**src/rtl/frame_capture_ctrl_pkg.sv**
```systemverilog
// rtl/frame_capture_ctrl_pkg.sv - shared geometry defaults, capture FSM states and RGB332 packing
package frame_capture_ctrl_pkg;

   localparam int H_ACTIVE_DEF = 640;
   localparam int V_ACTIVE_DEF = 400;
   localparam int ADDR_W_DEF   = 18;

   typedef enum logic [1:0] {
      ST_IDLE    = 2'd0,
      ST_ARM     = 2'd1,
      ST_CAPTURE = 2'd2,
      ST_HOLD    = 2'd3
   } cap_state_t;

   // RGB888 {R,G,B} -> RGB332 {R[7:5],G[7:5],B[7:6]}; the pixel selector unpacks the same layout
   function automatic logic [7:0] rgb332(input logic [23:0] rgb);
      return {rgb[23:21], rgb[15:13], rgb[7:6]};
   endfunction

endpackage

```
**src/rtl/fb_addr_gen.sv**
```systemverilog
// rtl/fb_addr_gen.sv - registered frame BRAM address: write pointer or vcount*H_ACTIVE+hcount
module fb_addr_gen
   import frame_capture_ctrl_pkg::*;
#(
   parameter int H_ACTIVE = H_ACTIVE_DEF,
   parameter int ADDR_W   = ADDR_W_DEF
) (
   input  logic              clk,
   input  logic              rst,
   input  logic              wr_en,
   input  logic [ADDR_W-1:0] wr_addr,
   input  logic              rd_en,
   input  logic [10:0]       hcount,
   input  logic [9:0]        vcount,
   output logic [ADDR_W-1:0] addr
);

   localparam logic [31:0] H_BITS = H_ACTIVE;

   logic [ADDR_W-1:0] rd_addr;

   // constant multiply as a sum of shifted vcount terms; for 640 this is (v<<9)+(v<<7)
   function automatic logic [ADDR_W-1:0] mul_h(input logic [9:0] v);
      logic [ADDR_W-1:0] acc;
      acc = '0;
      for (int i = 0; i < 32; i++) begin
         if (H_BITS[i]) acc = acc + (ADDR_W'(v) << i);
      end
      return acc;
   endfunction

   assign rd_addr = mul_h(vcount) + ADDR_W'(hcount);

   // write address has priority; reads update only inside the active area, otherwise hold
   always_ff @(posedge clk) begin
      if (rst) begin
         addr <= '0;
      end else if (wr_en) begin
         addr <= wr_addr;
      end else if (rd_en) begin
         addr <= rd_addr;
      end
   end

endmodule

```
**src/rtl/frame_capture_ctrl.sv**
```systemverilog
// rtl/frame_capture_ctrl.sv - single-frame capture sequencer and frozen-frame read addressing
module frame_capture_ctrl
   import frame_capture_ctrl_pkg::*;
#(
   parameter int H_ACTIVE = H_ACTIVE_DEF,
   parameter int V_ACTIVE = V_ACTIVE_DEF,
   parameter int ADDR_W   = ADDR_W_DEF
) (
   input  logic              clk,
   input  logic              rst,
   input  logic              capture_req,
   input  logic              release_req,
   input  logic [10:0]       hcount,
   input  logic [9:0]        vcount,
   input  logic [23:0]       pixel_in,
   output logic              bram_we,
   output logic [ADDR_W-1:0] bram_addr,
   output logic [7:0]        bram_din,
   output logic              store_frame,
   output logic              busy,
   output logic              frame_done
);

   localparam logic [ADDR_W-1:0] LAST_ADDR = ADDR_W'(H_ACTIVE * V_ACTIVE - 1);
   localparam logic [10:0]       H_LIM     = 11'(H_ACTIVE);
   localparam logic [9:0]        V_LIM     = 10'(V_ACTIVE);

   cap_state_t        state, state_nx;
   logic [ADDR_W-1:0] wr_ptr;
   logic              in_disp, fstart, wr_q, wr_last, rd_en;

   assign in_disp = (hcount < H_LIM) && (vcount < V_LIM);
   assign fstart  = (hcount == 11'd0) && (vcount == 10'd0);
   assign rd_en   = ((state == ST_IDLE) || (state == ST_HOLD)) && in_disp;

   // state register
   always_ff @(posedge clk) begin
      if (rst) state <= ST_IDLE;
      else     state <= state_nx;
   end

   // next state and write qualification; release always beats capture
   always_comb begin
      state_nx = state;
      wr_q     = 1'b0;
      wr_last  = 1'b0;
      case (state)
         ST_IDLE: begin
            if (capture_req && !release_req) state_nx = ST_ARM;
         end
         ST_ARM: begin
            if (release_req) begin
               state_nx = ST_IDLE;
            end else if (fstart) begin
               wr_q     = 1'b1;
               state_nx = ST_CAPTURE;
            end
         end
         ST_CAPTURE: begin
            if (release_req) begin
               state_nx = ST_IDLE;
            end else if (in_disp) begin
               wr_q = 1'b1;
               if (wr_ptr == LAST_ADDR) begin
                  wr_last  = 1'b1;
                  state_nx = ST_HOLD;
               end
            end
         end
         ST_HOLD: begin
            if (release_req)      state_nx = ST_IDLE;
            else if (capture_req) state_nx = ST_ARM;
         end
         default: state_nx = ST_IDLE;
      endcase
   end

   // write pointer: cleared on ARM entry, stops at the last pixel
   always_ff @(posedge clk) begin
      if (rst) begin
         wr_ptr <= '0;
      end else if ((state_nx == ST_ARM) && (state != ST_ARM)) begin
         wr_ptr <= '0;
      end else if (wr_q && !wr_last) begin
         wr_ptr <= wr_ptr + 1'b1;
      end
   end

   // registered outputs other than the address
   always_ff @(posedge clk) begin
      if (rst) begin
         bram_we     <= 1'b0;
         bram_din    <= 8'd0;
         frame_done  <= 1'b0;
         busy        <= 1'b0;
         store_frame <= 1'b0;
      end else begin
         bram_we     <= wr_q;
         if (wr_q) bram_din <= rgb332(pixel_in);
         frame_done  <= wr_last;
         busy        <= (state == ST_ARM) || (state == ST_CAPTURE);
         store_frame <= (state == ST_HOLD) && !release_req && !capture_req;
      end
   end

   fb_addr_gen #(
      .H_ACTIVE (H_ACTIVE),
      .ADDR_W   (ADDR_W)
   ) u_addr_gen (
      .clk     (clk),
      .rst     (rst),
      .wr_en   (wr_q),
      .wr_addr (wr_ptr),
      .rd_en   (rd_en),
      .hcount  (hcount),
      .vcount  (vcount),
      .addr    (bram_addr)
   );

endmodule

```
**config.mk**
```make
export PLATFORM = sky130hd
export DESIGN_NAME = frame_capture_ctrl
export DESIGN_NICKNAME = d
export VERILOG_FILES = /design/src/rtl/frame_capture_ctrl_pkg.sv /design/src/rtl/fb_addr_gen.sv /design/src/rtl/frame_capture_ctrl.sv
export SDC_FILE = /design/constraint.sdc
export NUM_CORES = 1
export LEC_CHECK = 0
export CELL_PAD_IN_SITES_DETAIL_PLACEMENT = 0
export CELL_PAD_IN_SITES_GLOBAL_PLACEMENT = 1
export CORE_ASPECT_RATIO = 0.6
export CORE_UTILIZATION = 35
export DETAILED_ROUTE_END_ITERATION = 8
export GPL_TIMING_DRIVEN = 0
export PLACE_DENSITY = 0.82
export SYNTH_ARGS = -nofsm -noshare
export SYNTH_HDL_FRONTEND = slang
export SYNTH_SLANG_ARGS = --single-unit
export TNS_END_PERCENT = 30
```
**constraint.sdc**
```tcl
create_clock -name clk -period 3 [get_ports clk]
set_input_delay 0.6 -clock clk [delete_from_list [all_inputs] [get_ports clk]]
set_output_delay 0.6 -clock clk [all_outputs]
set_load 0.02 [all_outputs]
```
==> reports/results.md <==
| Item | Value | Unit |
| --- | --- | --- |
| Outcome | finished, final reports clean | - |
| Via count of the first global-routing pass | 2362 | - |
| Depth of the worst register-to-register path | 7 | - |
| Cell type contributing the most total cell area after synthesis | dfxtp_1 | - |
| Net count of the finished layout | 452 | - |
| Setup crit end kind | flop | - |
| Max_cap viols | 0 | - |
| Setup slack of the critical path after layout | 0.142 | ns |
| Launch point of the critical path | vcount[8] | - |
| Max VDD drop | 0.000218 | V |
| Vias | 2467 | - |
| Bufs on Longest Clock Path | 2 | - |
| Wire length of the first global-routing pass | 11.5 | mm |
| Kind of start point of the critical path | input port | - |
| Count leader, synth | dfxtp_1 | - |
| Pin count of the biggest net entering global routing | 15 | - |
| Pwr per Cell Area | 423 | nW/um^2 |
| Dominant register cell in the synthesized netlist | dfxtp_1 | - |
| Floorplan die area | 8210 | um^2 |
| Maximum operating frequency | 0.350 | GHz |
| CTS tree | yes | - |
| Cell Area, Synth | 2750 | um^2 |
| Clock root buffer | clkbuf_16 | - |
| Number of rows in the core area | 24 | - |
| Effective utilization at floorplan | 37.0 | % |
| Non-filler cells in the finished layout | 483 | - |
| Mean area per synthesized cell | 8.94 | um^2 |
| TritonCTS Buffers | 5 | - |
| Fraction of final layout cells with drive strength greater than 1 | 6.86 | % |
| Shortest period the worst path allows | 2.86 | ns |
| Final total power | 1560 | uW |
| Syn Inst Count | 307 | - |
| Number of enable flip-flop cells after synthesis | 0 | - |
| Worst clock skew | 0.00470 | ns |
| Placed inst area | 3500 | um^2 |
| Dpl cells | 473 | - |
| Diode insertion count for antenna repair | 0 | - |
| Hold-fix buffers, CTS | 0 | - |
| Register Area | 1000 | um^2 |
| Clock transition at the registers of the reported paths | 0.06 | ns |
| Area occupied by multi-input gates | 1680 | um^2 |
| Wire length per cell | 14.9 | um |
| Data arrival at the endpoint of the critical path | 3.01 | ns |
| IO Pins | 79 | - |
| Share of the cycle needed by the critical path after routing | 95.3 | % |
| DRC marker count from the first detailed-route iteration | 178 | - |
| Timing endpoint of the critical path | u_addr_gen.addr[11]$_SDFFE_PP0P_ | - |
| Portion of synthesized cell area occupied by the leading cell type | 36.5 | % |
| Warning count from the yosys run | 0 | - |
| Final HPWL from detailed placement | 5.74 | mm |
| Largest fanout on the critical path | 10 | - |
| Routed WL | 7.19 | mm |
| Leakage Power | 0.00134 | uW |
| Number of synthesized register bits | 50 | - |
| WS Path Type | in2reg | - |
| Hold Vio Cnt, Final | 0 | - |
| RSZ-0062 raised after global routing | false | - |
| Placeable core region | 7420 | um^2 |
| Syn Nets | 381 | - |
| Congestion Overflow GR | 0 | - |
| Final weighted congestion in routability-driven placement | 0.796 | - |
| Final design instance area without fill | 3690 | um^2 |
| Area growth from synthesis to final layout | 34.4 | % |
| Number of endpoints failing setup at the final stage | 0 | - |
| Die outline height | 70.6 | um |
| Die Wd | 116 | um |
| FF-to-FF Start | state[0]$_SDFF_PP0_ | - |
| Worst Hold Class | reg2reg | - |
| Critical path required time | 3.15 | ns |
| Residual DRC count | 0 | - |
| Later-pin clock latency in the skew report | 0.29 | ns |
| Number of antenna violations at the first check in global routing | 0 | - |
| Ranking of synthesized cells by instance count | dfxtp_1 (50), nor2_1 (40), nand2_1 (23), ha_1 (22), a21oi_1 (21) | - |
| Max-slew headroom | 53.9 | % |
| Count of different cell masters after synthesis | 47 | - |
| Detailed Routing Iterations Pass 1 | 5 | - |
| IO buf count | 62 | - |
| Setup slack, reg-to-reg | 0.60 | ns |
| Filler Cell Count | 758 | - |
| R2R Path End | u_addr_gen.addr[11]$_SDFFE_PP0P_ | - |
| Clk sink count | 50 | - |
| Worst slack at placement | -0.356 | ns |
| Vias per Instance | 5.11 | - |
| Sequential element share of the synthesized area | 36.5 | % |
| Pins over their slew limit | 0 | - |
| Total Routing Usage GR | 18.5 | % |
| H-tree levels | 2 | - |
| Share of async-settable or async-resettable flops after synthesis | 0 | % |
| Transition at the pin with the smallest max-transition slack | 0.690 | ns |
| Cell types with the largest area share after synthesis | dfxtp_1 (36%), ha_1 (10%), nor2_1 (5.5%) | - |
| Routed Antenna Nets | 0 | - |
[state kept, by name (all words and copies together), names as in the netlist]
register	flops
busy	1
state	2
bram_din	8
frame_done	1
store_frame	1
bram_we	1
wr_ptr	18
u_addr_gen.addr	18
[worst min-delay path by stage]
stage	from	endpoint	slack (ns)	cells past startpoint
final	u_addr_gen.addr[10]$_SDFFE_PP0P_	u_addr_gen.addr[10]$_SDFFE_PP0P_	0.45	2
after global routing	u_addr_gen.addr[6]$_SDFFE_PP0P_	u_addr_gen.addr[6]$_SDFFE_PP0P_	0.48	2
after CTS	u_addr_gen.addr[12]$_SDFFE_PP0P_	u_addr_gen.addr[12]$_SDFFE_PP0P_	0.46	2
after detailed placement	u_addr_gen.addr[12]$_SDFFE_PP0P_	u_addr_gen.addr[12]$_SDFFE_PP0P_	0.45	2
after global placement	u_addr_gen.addr[5]$_SDFFE_PP0P_	u_addr_gen.addr[5]$_SDFFE_PP0P_	0.44	2
after floorplan	wr_ptr[1]$_SDFFE_PP0P_	wr_ptr[1]$_SDFFE_PP0P_	0.49	2
[stage by stage]
step / utilization, % / TNS [ns] / hold WS (ns)
final: 49.7 / 0 / 0.454
after global routing: 49.7 / 0 / 0.482
after CTS: 49.3 / 0 / 0.457
after detailed placement: 47.1 / -7.98 / 0.448
after global placement: 47.1 / -7.18 / 0.444
after floorplan: - / 0 / 0.486
[power breakdown]
part | total, uW | internal [uW] | switching [uW]
combinational | 308 | 155 | 153
clock | 568 | 331 | 237
sequential | 685 | 677 | 8.00
total | 1560 | 1160 | 398
[metal layers]
metal  vias up  track usage, %  routed length, um
li1       1244               -                  -
met1      1147            27.2               3730
met2        71            25.8               2870
met3         5            6.17                545
met4         0            4.56                 48
met5         -               0                  0
[cells by family (layout without fill, tap and decap cells)]
kind of cell | after synthesis | in the layout | synth area share (%)
muxes | 8 | 8 | 2.92
DFF | 50 | 50 | 36.5
AOI/OAI and AO/OA | 58 | 58 | 14.2
adders and majority gates | 25 | 25 | 12.2
and+or+nand+nor | 123 | 123 | 22.7
xor gates and xnor gates | 25 | 25 | 7.98
buffers and inverters | 18 | 90 | 3.60
[layout make-up]
cell class                 count  area share (%)
clock buffer                   7            3.87
multi-input combinational    239            45.4
clock inverter                 1           0.136
inverter                       8           0.814
timing repair buffer          64            17.2
tap                          104            3.53
buffer                        10            1.87
sequential                    50            27.1
[cells in the final DEF (no fill, tap or decap), types with 6 or more instances in the layout]
cell             instances
nand2_1                 23
clkdlybuf4s50_1         59
ha_1                    21
nor3_1                   9
xor2_1                  10
xnor2_1                 15
o21ai_0                  6
a22oi_1                 16
mux2i_1                  8
nor2b_1                  7
dfxtp_1                 50
inv_1                    8
nor2_1                  40
nand3_1                 12
a21oi_1                 21
nand4_1                 11
[worst max-delay path, stage by stage]
cell	delay (ns)
clkdlybuf4s50_1	0.51
nor4_1	0.45
nand4_1	0.26
o21a_1	0.28
nor2_4	0.22
nor2_1	0.22
buf_2	0.30
nand2_1	0.09
a21oi_1	0.06
[what timing repair did]
| item | in CTS | in global routing |
|---|---|---|
| cloned | 0 | 0 |
| setup buffers | 1 | 1 |
| setup endpoints to repair | 11 | 13 |
| gates resized for setup | 3 | 6 |
| pin swaps | 2 | 3 |
(Power assumes the default switching activity.)
